`src/rtl/uart_mmio.sv`:
```
// uart_mmio: memory-mapped 8N1 UART (TXD/RXD/CON at 0x40000018..0x40000020) with a registered level IRQ.
// The TX and RX bit engines are two-process FSMs that share one bit-timing scheme.
module uart_mmio #(
   parameter int unsigned BAUD_DIV = 10416
) (
   input  logic        clk,
   input  logic        reset,
   input  logic        MemRead,
   input  logic        MemWrite,
   input  logic [31:0] Address,
   input  logic [31:0] Write_data,
   output logic [31:0] Read_data,
   input  logic        uart_rx,
   output logic        uart_tx,
   output logic        irq_out
);
   localparam int unsigned   CW       = $clog2(BAUD_DIV);
   localparam logic [CW-1:0] CNT_LAST = CW'(BAUD_DIV - 1);
   localparam logic [CW-1:0] CNT_HALF = CW'(BAUD_DIV / 2 - 1);
   localparam logic [31:0]   ADDR_TXD = 32'h4000_0018;
   localparam logic [31:0]   ADDR_RXD = 32'h4000_001C;
   localparam logic [31:0]   ADDR_CON = 32'h4000_0020;

   typedef enum logic [1:0] {S_IDLE, S_START, S_DATA, S_STOP} uart_state_e;

   uart_state_e tx_state_q, tx_state_d, rx_state_q, rx_state_d;
   logic [CW-1:0] tx_cnt_q, tx_cnt_d, rx_cnt_q, rx_cnt_d;
   logic [2:0]    tx_bit_q, tx_bit_d, rx_bit_q, rx_bit_d;
   logic [7:0]    tx_shift_q, tx_shift_d, rx_shift_q, rx_shift_d;
   logic [7:0]    tx_byte_q, tx_byte_d, rx_data_q, rx_data_d;
   logic          tx_start_q, tx_start_d, tx_line_q, tx_line_d;
   logic          rx_s1_q, rx_s2_q;
   logic          tx_irq_en_q, tx_irq_en_d, rx_irq_en_q, rx_irq_en_d;
   logic          tx_done_q, tx_done_d, rx_valid_q, rx_valid_d;
   logic          rx_overrun_q, rx_overrun_d, irq_q, irq_d;
   logic          tx_done_set, rx_set, tx_busy;
   logic          sel_txd, sel_rxd, sel_con, wdata_unused;

   assign sel_txd      = (Address == ADDR_TXD);
   assign sel_rxd      = (Address == ADDR_RXD);
   assign sel_con      = (Address == ADDR_CON);
   assign tx_busy      = (tx_state_q != S_IDLE);
   assign wdata_unused = ^Write_data[31:8];
   assign uart_tx      = tx_line_q;
   assign irq_out      = irq_q;

   // A write is latched at edge N and the start bit goes out at edge N+1.
   always_comb begin
      // NOTE: every output of a combinational block gets a default first, so no path can infer a latch.
      tx_state_d  = tx_state_q;
      tx_cnt_d    = tx_cnt_q;
      tx_bit_d    = tx_bit_q;
      tx_shift_d  = tx_shift_q;
      tx_byte_d   = tx_byte_q;
      tx_start_d  = 1'b0;
      tx_done_set = 1'b0;
      case (tx_state_q)
         S_IDLE: begin
            if (tx_start_q) begin
               tx_state_d = S_START;
               tx_cnt_d   = '0;
            end else if (MemWrite && sel_txd) begin
               tx_start_d = 1'b1;
               tx_byte_d  = Write_data[7:0];
               tx_shift_d = Write_data[7:0];
            end
         end
         S_START: begin
            if (tx_cnt_q == CNT_LAST) begin
               tx_state_d = S_DATA;
               tx_cnt_d   = '0;
               tx_bit_d   = '0;
            end else tx_cnt_d = tx_cnt_q + 1'b1;
         end
         S_DATA: begin
            if (tx_cnt_q == CNT_LAST) begin
               tx_cnt_d = '0;
               if (tx_bit_q == 3'd7) tx_state_d = S_STOP;
               else begin
                  tx_bit_d   = tx_bit_q + 1'b1;
                  tx_shift_d = {1'b0, tx_shift_q[7:1]};
               end
            end else tx_cnt_d = tx_cnt_q + 1'b1;
         end
         default: begin
            if (tx_cnt_q == CNT_LAST) begin
               tx_state_d  = S_IDLE;
               tx_cnt_d    = '0;
               tx_done_set = 1'b1;
            end else tx_cnt_d = tx_cnt_q + 1'b1;
         end
      endcase
      tx_line_d = 1'b1;
      if (tx_state_d == S_START)     tx_line_d = 1'b0;
      else if (tx_state_d == S_DATA) tx_line_d = tx_shift_d[0];
   end

   // Start bit is re-checked at mid-bit; every later sample lands mid-bit as well.
   always_comb begin
      rx_state_d = rx_state_q;
      rx_cnt_d   = rx_cnt_q;
      rx_bit_d   = rx_bit_q;
      rx_shift_d = rx_shift_q;
      rx_data_d  = rx_data_q;
      rx_set     = 1'b0;
      case (rx_state_q)
         S_IDLE: begin
            if (!rx_s2_q) begin
               rx_state_d = S_START;
               rx_cnt_d   = '0;
            end
         end
         S_START: begin
            if (rx_cnt_q == CNT_HALF) begin
               rx_state_d = rx_s2_q ? S_IDLE : S_DATA;
               rx_cnt_d   = '0;
               rx_bit_d   = '0;
            end else rx_cnt_d = rx_cnt_q + 1'b1;
         end
         S_DATA: begin
            if (rx_cnt_q == CNT_LAST) begin
               rx_cnt_d   = '0;
               rx_shift_d = {rx_s2_q, rx_shift_q[7:1]};
               if (rx_bit_q == 3'd7) rx_state_d = S_STOP;
               else                  rx_bit_d   = rx_bit_q + 1'b1;
            end else rx_cnt_d = rx_cnt_q + 1'b1;
         end
         default: begin
            if (rx_cnt_q == CNT_LAST) begin
               rx_state_d = S_IDLE;
               rx_cnt_d   = '0;
               if (rx_s2_q) begin
                  rx_set    = 1'b1;
                  rx_data_d = rx_shift_q;
               end
            end else rx_cnt_d = rx_cnt_q + 1'b1;
         end
      endcase
   end

   // Flag sets take priority over read-clears on the same edge.
   always_comb begin
      tx_irq_en_d  = tx_irq_en_q;
      rx_irq_en_d  = rx_irq_en_q;
      if (MemWrite && sel_con) {rx_irq_en_d, tx_irq_en_d} = Write_data[1:0];
      tx_done_d    = tx_done_set | (tx_done_q & ~(MemRead & sel_con));
      rx_valid_d   = rx_set | (rx_valid_q & ~(MemRead & sel_rxd));
      rx_overrun_d = (rx_set & rx_valid_q) | (rx_overrun_q & ~(MemRead & sel_con));
      irq_d        = (tx_irq_en_q & tx_done_q) | (rx_irq_en_q & rx_valid_q);
   end

   always_comb begin
      Read_data = '0;
      if (MemRead) begin
         if (sel_txd)      Read_data = {24'b0, tx_byte_q};
         else if (sel_rxd) Read_data = {24'b0, rx_data_q};
         else if (sel_con) Read_data = {26'b0, rx_overrun_q, tx_busy, rx_valid_q,
                                        tx_done_q, rx_irq_en_q, tx_irq_en_q};
      end
   end

   always_ff @(posedge clk) begin
      // NOTE: sequential state uses non-blocking assignments so every flop samples pre-edge values.
      if (!reset) begin
         tx_state_q <= S_IDLE;     rx_state_q <= S_IDLE;
         tx_cnt_q   <= '0;         rx_cnt_q   <= '0;
         tx_bit_q   <= '0;         rx_bit_q   <= '0;
         tx_shift_q <= '0;         rx_shift_q <= '0;
         tx_byte_q  <= '0;         rx_data_q  <= '0;
         tx_start_q <= 1'b0;       tx_line_q  <= 1'b1;
         rx_s1_q    <= 1'b1;       rx_s2_q    <= 1'b1;
         tx_irq_en_q <= 1'b0;      rx_irq_en_q <= 1'b0;
         tx_done_q  <= 1'b0;       rx_valid_q <= 1'b0;
         rx_overrun_q <= 1'b0;     irq_q      <= 1'b0;
      end else begin
         tx_state_q <= tx_state_d; rx_state_q <= rx_state_d;
         tx_cnt_q   <= tx_cnt_d;   rx_cnt_q   <= rx_cnt_d;
         tx_bit_q   <= tx_bit_d;   rx_bit_q   <= rx_bit_d;
         tx_shift_q <= tx_shift_d; rx_shift_q <= rx_shift_d;
         tx_byte_q  <= tx_byte_d;  rx_data_q  <= rx_data_d;
         tx_start_q <= tx_start_d; tx_line_q  <= tx_line_d;
         rx_s1_q    <= uart_rx;    rx_s2_q    <= rx_s1_q;
         tx_irq_en_q <= tx_irq_en_d; rx_irq_en_q <= rx_irq_en_d;
         tx_done_q  <= tx_done_d;  rx_valid_q <= rx_valid_d;
         rx_overrun_q <= rx_overrun_d; irq_q  <= irq_d;
      end
   end
endmodule

```
`config.mk`:
```
export PLATFORM = sky130hd
export DESIGN_NAME = uart_mmio
export DESIGN_NICKNAME = d
export VERILOG_FILES = /design/src/rtl/uart_mmio.sv
export SDC_FILE = /design/constraint.sdc
export NUM_CORES = 1
export LEC_CHECK = 0
export CAP_MARGIN = 20
export CORE_MARGIN = 1
export CORE_UTILIZATION = 53
export DETAILED_ROUTE_END_ITERATION = 6
export PLACE_DENSITY = 0.88
export SKIP_CTS_REPAIR_TIMING = 1
export SYNTH_ARGS = -nofsm -noshare
export SYNTH_HDL_FRONTEND = slang
export SYNTH_SLANG_ARGS = --single-unit
```
`constraint.sdc`:
```
create_clock -name clk -period 3.8 [get_ports clk]
set_input_delay 0.57 -clock clk [delete_from_list [all_inputs] [get_ports clk]]
set_output_delay 0.57 -clock clk [all_outputs]
set_load 0.01 [all_outputs]
```
==> results of run 1 <==
-- cell usage in the layout, fill, tap and decap left out, types with 6 or more instances in the layout --
cell	netlist	layout
nand3_1	15	15
o21ai_0	17	17
nor2b_1	6	6
and4_1	7	7
nor3_1	11	11
nor4_1	7	7
a21oi_1	31	31
clkdlybuf4s50_1	0	54
clkbuf_8	0	9
ha_1	6	6
buf_4	25	7
nand2_1	50	50
mux2i_1	21	21
conb_1	1	24
xor2_1	8	8
inv_1	8	8
nor2_1	64	64
dfxtp_1	80	80
a31oi_1	8	8
nand4_1	10	10
xnor2_1	6	6
-- routing by layer --
metal / share of wire (%) / global-route usage, %
met5: 0 / 0
met1: 43 / 28.1
met4: 2.1 / 11.5
met2: 49 / 39.8
met3: 6.3 / 4.62
-- cell families after synthesis --
| logic type | Yosys count |
|---|---|
| flops | 80 |
| compound gates | 91 |
| simple gates | 214 |
| other cells | 1 |
| fa+ha+maj | 6 |
| buf+inv | 54 |
| mux | 21 |
| xor+xnor | 14 |
-- area by class of cell --
cell class | count | area share, %
Clock buffer | 9 | 2.59
Clock inverter | 7 | 1.75
Inverter | 8 | 0.628
Multi-Input combinational cell | 370 | 46.5
Sequential cell | 80 | 33.5
Tap cell | 99 | 2.59
Timing Repair Buffer | 61 | 12.4
-- path summary, 6_finish.rpt --
| kind | end | slack, ps |
|---|---|---|
| worst max-delay path | Read_data[0] | 440 |
| worst min-delay path | rx_s2_q | 460 |
| worst max register to register | tx_cnt_q[3] | 1250 |
| worst min register to register | rx_s2_q | 460 |
-- state kept, by name, summed over array words and instances (netlist names) --
signal and cells:
tx_byte_q 8, irq_out 1, tx_shift_q 8, tx_start_q 1, rx_irq_en_q 1, rx_s2_q 1
rx_data_q 8, rx_state_q 2, rx_shift_q 8, rx_bit_q 3, tx_state_q 2, tx_bit_q 3
rx_valid_q 1, rx_cnt_q 14, tx_done_q 1, rx_s1_q 1, tx_cnt_q 14, uart_tx 1
rx_overrun_q 1, tx_irq_en_q 1
-- worst register-to-register path, stage by stage (launching register included) --
cell and delay [ps]:
dfxtp_1 350, ha_1 250, and4_1 260, and4_1 370, nor2_1 730, nand2_1 130, a311oi_1 360
-- power by group through the flow --
stage | Sequential, mW | Combinational (mW) | Clock, mW
detailed placement | 0.864 | 0.0961 | 0
CTS | 0.844 | 0.0962 | 0.669
finish | 0.844 | 0.0961 | 0.667
global placement | 0.863 | 0.0947 | 0
global route | 0.845 | 0.107 | 0.703
floorplan | 0.863 | 0.0577 | 0
-- per-stage QoR --
| stage | worst slack, ps | hold WS (ps) | total power, mW | cells |
|---|---|---|---|---|
| after floorplan | 1550 | 386 | 0.920 | 504 |
| after global placement | 517 | 443 | 0.958 | 618 |
| after detailed placement | 472 | 438 | 0.960 | 618 |
| after CTS | 452 | 469 | 1.61 | 634 |
| after global routing | 315 | 486 | 1.65 | 634 |
| final | 442 | 465 | 1.61 | 634 |
==> run_results.csv, run 1 <==
group,metric,value,unit
synthesis,ys_top_cells_by_count,"80 x dfxtp_1, 64 x nor2_1, 50 x nand2_1",
worst_setup_path,crit_chain,"clkdlybuf4s50_1 -> nor4_1 -> and4_1 -> nand2_1 -> nor2_1 -> clkdlybuf4s50_1",
die,ios,103,
timing,clock_skew,11.0,ps
grt,grt_max_degree,23,
power,ir_worst_vdd,0.275,mV
timing,setup_violations,0,
synthesis,synthXorXnorAreaFrac,3.03,%
cells_and_area,drive_above_1_share,5.79,%
run,maxCapViolations,0,
worst_setup_path,path_delay_family,"simple AND/OR/NAND/NOR gates",
cells_and_area,multiInputGateArea,0.00222,sq mm
power,power_frac_comb,6.0,%
synthesis,syn_inst,481,
worst_setup_path,cp.depth,6,
synthesis,async_reset_ff_share,0,%
synthesis,synth_seq_area_share,39.6,%
timing,max_freq,298,MHz
power,switching_share,24.7,%
worst_setup_path,worst_setup_path_start_kind,"input pin",
die,rows,31,
detailed_routing,routed-via-count,3652,
synthesis,synth_area_leader_cell,"dfxtp_1",
worst_setup_path,crit_buf_inv,2,
power,p_per_area,336,mW/mm^2
die,die_area,0.00799,sq mm
power,clock_power_share,41.5,%
worst_setup_path,cpPeakStageDelay,560,ps
hold_path,hold_start,"rx_s1_q",
placement,dp.final_hpwl,6640,microns
power,p_sw,0.397,mW
timing,grt_setup_unrepaired,"no",
synthesis,yosysMostFrequentCell,"dfxtp_1",
timing,finalHoldViolations,0,
grt,grt-ovfl-total,0,
cells_and_area,post-route-cell-area,0.00478,sq mm
synthesis,yosys_warnings,0,
synthesis,synth_top_family_by_area,"simple AND/OR/NAND/NOR gates",
die,initial_core_util,55.2,%
synthesis,yosys.area_share.simple,28.2,%
worst_setup_path,crit_start,"Address[25]",
synthesis,synth-seq-cells,80,
timing,slew_headroom,38.8,%
detailed_routing,drc,0,
placement,gp_congestion,0.829,
cells_and_area,nFillCells,573,
die,die_w,89.4,microns
worst_setup_path,slowest_stage,"clkdlybuf4s50_1",
detailed_routing,drt-pass1-iter-count,5,
placement,port_buffers,54,
clocking,cts_num_sinks,80,
synthesis,synth_compound_area_share,14.5,%
synthesis,synth_cell_type_count,62,
synthesis,synth.top_cell.area_share,39.6,%
worst_setup_path,required,3230,ps
clocking,clk_pin_slew_worst_paths,90,ps
synthesis,syn_area,0.00405,sq mm
power,power.internal,1.21,mW
clocking,cts_tree,"built",
clocking,cts-buffers-inserted,9,
worst_setup_path,worst_setup_path_end_kind,"output port",
worst_setup_path,cpMostUsedCell,"clkdlybuf4s50_1",
clocking,clockRootBuffer,"clkbuf_8",
cells_and_area,area_delta_synth_final,18.2,%
synthesis,synth_mux_area_share,5.20,%
cells_and_area,finalNetCount,605,
cells_and_area,final-seq-area,0.00160,sq mm
detailed_routing,routed_wl,9120,microns
detailed_routing,viasPerCell,5.76,
worst_setup_path,critPathKind,"in2out",
clocking,cts.htree.levels,3,
synthesis,ys_top_cells_by_area,"dfxtp_1 40%, nor2_1 5.9%, mux2i_1 5.2%",
timing,slew_viol_final,0,
outcome,status,"completed",
power,total_leakage_power,1.67,nW
worst_setup_path,cp.arrival,2790,ps
timing,worst_pin_slew,911,ps
grt,antenna_found_initial,0,
grt,grt_pass1_vias,3268,
die,die_h,89.4,microns
clocking,clock_latency,360,ps
placement,placed_area,0.00457,sq mm
synthesis,synth-edff-count,0,
cells_and_area,antenna_cells,0,
detailed_routing,ant_nets,0,
hold_path,hp-class,"reg2reg",
clocking,cts_buffer_depth,2,
grt,grt_pass1_wl,14400,microns
hold_path,min_delay_path_depth,1,
worst_setup_path,crit_fanout,11,
synthesis,ys.flop_type,"dfxtp_1",
timing,fin_crit,3360,ps
worst_setup_path,rr_worst_depth,6,
grt,grt_usage,23.4,%
worst_setup_path,worstReg2RegStart,"tx_cnt_q[0]",
timing,tns,0,ps
detailed_routing,avgRoutedWirePerCell,14.4,microns
timing,finalCritPeriodShare,88.4,%
cells_and_area,post-route-util,65.2,%
synthesis,synthAdderAreaFrac,1.86,%
synthesis,avgSynthCellArea,8.41,sq um
detailed_routing,drtIter0Drc,317,
power,p_seq_share,52.5,%
die,core,0.00733,sq mm
No activity file was read; power rests on OpenSTA's default activity.
==> run 2, diff against run 1 <==
- CORE_UTILIZATION: 53 -> 63
- DONT_BUFFER_PORTS: default -> 1
- PLACE_DENSITY: 0.88 -> 0.81
==> run 2 against run 1 <==
Compared with the run above:
- largest power group unchanged
- die area is 16% lower
- clock skew is 1.6 ps higher
- cell area is 12% lower
- largest cell class unchanged
==> run_results.csv, run 2 (same netlist as run 1, synthesis figures left out) <==
group,metric,value,unit
cells_and_area,drive_above_1_share,5.25,%
cells_and_area,area_delta_synth_final,3.46,%
cells_and_area,final-seq-area,0.00160,sq mm
die,ios,103,
detailed_routing,routed_wl,8430,microns
die,core,0.00606,sq mm
detailed_routing,drc,0,
grt,antenna_found_initial,0,
power,ir_worst_vdd,0.350,mV
worst_setup_path,cpMostUsedCell,"and4_1",
worst_setup_path,worstReg2RegStart,"tx_cnt_q[0]",
worst_setup_path,cpPeakStageDelay,720,ps
timing,clock_skew,12.6,ps
cells_and_area,final_cell_mix,"80 x dfxtp_1, 64 x nor2_1, 50 x nand2_1, 31 x a21oi_1, 24 x conb_1",
clocking,cts_num_sinks,80,
worst_setup_path,cp.depth,6,
die,die_area,0.00675,sq mm
worst_setup_path,crit_fanout,15,
cells_and_area,finalNetCount,546,
timing,slew_headroom,36.2,%
cells_and_area,final_common_cell,"dfxtp_1",
worst_setup_path,rr_worst_depth,6,
timing,tns,0,ps
timing,setup_violations,0,
placement,placed_area,0.00397,sq mm
clocking,clk_pin_slew_worst_paths,80,ps
cells_and_area,multiInputGateArea,0.00222,sq mm
placement,dp.final_hpwl,5890,microns
clocking,cts.htree.levels,3,
timing,max_freq,394,MHz
worst_setup_path,cp.arrival,2790,ps
worst_setup_path,worst_setup_path_start_kind,"flop",
worst_setup_path,required,4050,ps
power,p_per_area,377,mW/mm^2
worst_setup_path,slowest_stage,"nor2_1",
clocking,clock_latency,360,ps
grt,grt_max_degree,39,
timing,worst_pin_slew,955,ps
worst_setup_path,worst_setup_path_end_kind,"flop",
detailed_routing,viasPerCell,6.10,
worst_setup_path,critPathKind,"reg2reg",
worst_setup_path,rr_endpoint,"tx_cnt_q[11]",
timing,holdWs,298,ps
detailed_routing,drt-pass1-iter-count,5,
worst_setup_path,regToRegSetupSlack,1260,ps
timing,finalHoldViolations,0,
cells_and_area,top_regs,"rx_cnt_q x14, tx_cnt_q x14",
worst_setup_path,crit_buf_inv,0,
clocking,cts_tree,"built",
cells_and_area,post-route-util,69.1,%
cells_and_area,antenna_cells,0,
worst_setup_path,crit_chain,"ha_1 -> and4_1 -> and4_1 -> nor2_1 -> a41oi_1 -> a311oi_1",
run,maxCapViolations,0,
timing,grt_setup_unrepaired,"no",
power,total_leakage_power,1.44,nW
detailed_routing,ant_nets,0,
worst_setup_path,endpoint,"tx_cnt_q[11]",
worst_setup_path,path_delay_family,"simple AND/OR/NAND/NOR gates",
clocking,cts_buffer_depth,2,
worst_setup_path,crit_start,"tx_cnt_q[0]",
timing,finalCritPeriodShare,66.8,%
detailed_routing,avgRoutedWirePerCell,15.3,microns
detailed_routing,routed-via-count,3361,
die,die_w,82.1,microns
timing,slew_viol_final,0,
placement,gp_congestion,0.819,
outcome,status,"completed",
grt,grt_pass1_vias,2844,
grt,grt_usage,25.9,%
timing,fin_crit,2540,ps
grt,grt-ovfl-total,0,
die,rows,28,
die,initial_core_util,66.7,%
placement,port_buffers,0,
cells_and_area,post-route-cell-area,0.00419,sq mm
clocking,cts-buffers-inserted,9,
grt,grt_pass1_wl,13200,microns
hold_path,hp-class,"in2reg",
cells_and_area,nFillCells,500,
die,die_h,82.1,microns
hold_path,hold_start,"reset",
hold_path,min_delay_path_depth,1,
power,finalPower,1.58,mW
detailed_routing,drtIter0Drc,245,
clocking,clockRootBuffer,"clkbuf_8",
[run 2: layout make-up]
| cell class | count | share of cell area [%] |
|---|---|---|
| clock buffer | 10 | 3.05 |
| timing repair buffer | 2 | 0.359 |
| multi-input combinational | 370 | 53.2 |
| sequential | 80 | 38.3 |
| clock inverter | 6 | 2.21 |
| tap | 75 | 2.24 |
| inverter | 8 | 0.717 |
[run 2: routing by layer]
metal	track usage [%]	vias to the layer above	wire, microns
met4	8.77	0	84
met5	0	-	0
li1	-	1665	-
met2	42.1	109	4060
met3	9.56	8	419
met1	31.6	1579	3860
[run 2: report_power, final]
group / total, mW / switching, mW / leakage, nW / internal [mW]
Sequential: 0.844 / 0.00309 / 0.645 / 0.841
Combinational: 0.0438 / 0.0329 / 0.696 / 0.0109
Clock: 0.689 / 0.316 / 0.103 / 0.374
[run 2: worst min-delay path by stage]
stage               endpoint  slack, ps
floorplan            rx_s2_q        390
global placement     rx_s2_q        390
detailed placement   rx_s2_q        390
CTS                  rx_s2_q        280
global route         rx_s1_q        270
finish               rx_s2_q        300
[run 2: through the flow]
stage / setup slack, ps / std cells
finish: 1260 / 551
global route: 1050 / 551
CTS: 1260 / 551
detailed placement: 1290 / 535
global placement: 1360 / 535
floorplan: 1550 / 504
==> run 3, diff against run 2 <==
- clock period: 3.8 -> 2.51 ns (I/O delays scaled with it)
==> run 3 against run 2 <==
Compared with the run above:
- first-iteration DRC count grew 4.9%
- count of clock-buffer cells in the layout unchanged
- clock skew shrank 2.6 ps
- sequential cell count is the same
- sequential power increased by 52%
- clock power up 48%
- critical endpoint is now rx_cnt_q[6]
- fmax rose by 11%
- non-clock buffer count increased by 7
- critical path depth rose by 1
- via count is 0.86% higher
- routed wire length rose by 4.9%
==> run_results.csv, run 3 (same netlist as run 1, synthesis figures left out) <==
group,metric,value,unit
outcome,status,"completed",
detailed_routing,wl_met2,4230,microns
timing,slew_viol_final,0,
power,clock_power_share,43.1,%
die,die_area,0.00675,sq mm
placement,port_buffers,0,
die,ios,103,
cells_and_area,top_regs,"rx_cnt_q x14, tx_cnt_q x14",
placement,dp.final_hpwl,6210,microns
cells_and_area,drive_above_1_share,6.64,%
cells_and_area,antenna_cells,0,
clocking,cts_num_sinks,80,
grt,grt_pass1_wl,14400,microns
timing,tns,0,ps
cells_and_area,post-route-cell-area,0.00423,sq mm
clocking,clk_pin_slew_worst_paths,80,ps
worst_setup_path,slowest_stage,"nor4_1",
detailed_routing,drc,0,
detailed_routing,routed-via-count,3390,
worst_setup_path,cp.arrival,2550,ps
timing,max_freq,436,MHz
worst_setup_path,cpPeakStageDelay,610,ps
timing,setup_violations,0,
timing,finalHoldViolations,0,
placement,gp_congestion,0.820,
power,p_per_area,559,mW/mm^2
worst_setup_path,worst_setup_path_end_kind,"flop",
placement,placed_area,0.00402,sq mm
power,total_leakage_power,1.48,nW
cells_and_area,final_cell_mix,"80 x dfxtp_1, 63 x nor2_1, 50 x nand2_1, 31 x a21oi_1, 24 x conb_1",
die,die_w,82.1,microns
detailed_routing,viasPerCell,6.09,
worst_setup_path,critPathKind,"reg2reg",
worst_setup_path,required,2760,ps
worst_setup_path,regToRegSetupSlack,220,ps
run,maxCapViolations,0,
cells_and_area,area_delta_synth_final,4.55,%
power,switching_share,21.9,%
cells_and_area,finalNetCount,553,
cells_and_area,post-route-util,69.8,%
clocking,cts_buffer_depth,2,
placement,pre_cts_ws,135,ps
power,power.internal,1.85,mW
timing,fin_crit,2290,ps
power,ir_worst_vdd,0.503,mV
timing,finalCritPeriodShare,91.4,%
detailed_routing,routed_wl,8840,microns
clocking,cts.htree.levels,3,
grt,antenna_found_initial,0,
die,initial_core_util,66.7,%
detailed_routing,wl_met3,519,microns
timing,fin_ws,215,ps
clocking,clock_latency,360,ps
timing,worst_pin_slew,694,ps
power,p_sw,0.518,mW
cells_and_area,nFillCells,487,
power,power_frac_comb,2.9,%
clocking,clockRootBuffer,"clkbuf_8",
worst_setup_path,worst_setup_path_start_kind,"flop",
grt,grt_max_degree,39,
timing,clock_skew,9.94,ps
worst_setup_path,crit_chain,"ha_1 -> nand4bb_1 -> nor4_1 -> nor3_1 -> o21ai_2 -> buf_4 -> nor2_1",
timing,slew_headroom,53.7,%
clocking,cts-buffers-inserted,9,
detailed_routing,ant_nets,0,
die,core,0.00606,sq mm
power,finalPower,2.36,mW
timing,grt_setup_unrepaired,"no",
grt,grt-ovfl-total,0,
detailed_routing,drtIter0Drc,257,
hold_path,hp-class,"in2reg",
power,p_seq_share,54.0,%
detailed_routing,highest_layer,"met4",
worst_setup_path,crit_fanout,8,
die,die_h,82.1,microns
detailed_routing,drt-pass1-iter-count,6,
grt,grt_usage,28.0,%
detailed_routing,wirelength_met1,3970,microns
clocking,cts_tree,"built",
cells_and_area,final_common_cell,"dfxtp_1",
die,rows,28,
detailed_routing,avgRoutedWirePerCell,15.9,microns
grt,grt_pass1_vias,3091,
-- run 3: worst max-delay path: cells and delay by family (launching register included) --
kind / cells / cell delay, ps
AO/OA/AOI/OAI: 1 / 320
adder cells (fa/ha/maj): 1 / 260
buffers and inverters: 1 / 220
flip-flops: 1 / 380
AND/OR/NAND/NOR: 4 / 1000
-- run 3: power by group through the flow --
| stage | Combinational (mW) | Sequential (mW) | Clock (mW) |
|---|---|---|---|
| after global routing | 0.0778 | 1.28 | 1.09 |
| final | 0.0686 | 1.28 | 1.02 |
| after CTS | 0.0685 | 1.28 | 1.03 |
| after floorplan | 0.0874 | 1.31 | 0 |
| after detailed placement | 0.0681 | 1.31 | 0 |
| after global placement | 0.0663 | 1.31 | 0 |
-- run 3: final cells by class --
cell class | count | area (sq um) | share of cell area [%]
clock inverters | 5 | 81.3 | 1.92
clock buffers | 10 | 128 | 3.02
well taps | 75 | 93.8 | 2.22
flip-flops and latches | 80 | 1600 | 37.9
inverters | 8 | 30.0 | 0.710
multi-input cells | 370 | 2230 | 52.7
repair buffers | 9 | 67.6 | 1.60
-- run 3: worst paths after layout --
path | start | endpoint | cells past startpoint
setup / recovery | rx_cnt_q[0] | rx_cnt_q[6] | 7
hold / removal | reset | rx_s2_q | 1
setup reg to reg | rx_cnt_q[0] | rx_cnt_q[6] | 7
hold reg to reg | rx_s1_q | rx_s2_q | 1
-- run 3: per-stage QoR --
stage,hold slack (ps),cells
finish,96.7,557
global route,85.8,557
CTS,88.6,557
detailed placement,393,542
global placement,388,542
floorplan,386,504
-- run 3: metal layers --
layer  vias to the layer above  track usage, %
met5                         -               0
met4                         0            10.9
met3                        12            5.93
met2                       131            46.9
met1                      1575            35.0
li1                       1672               -
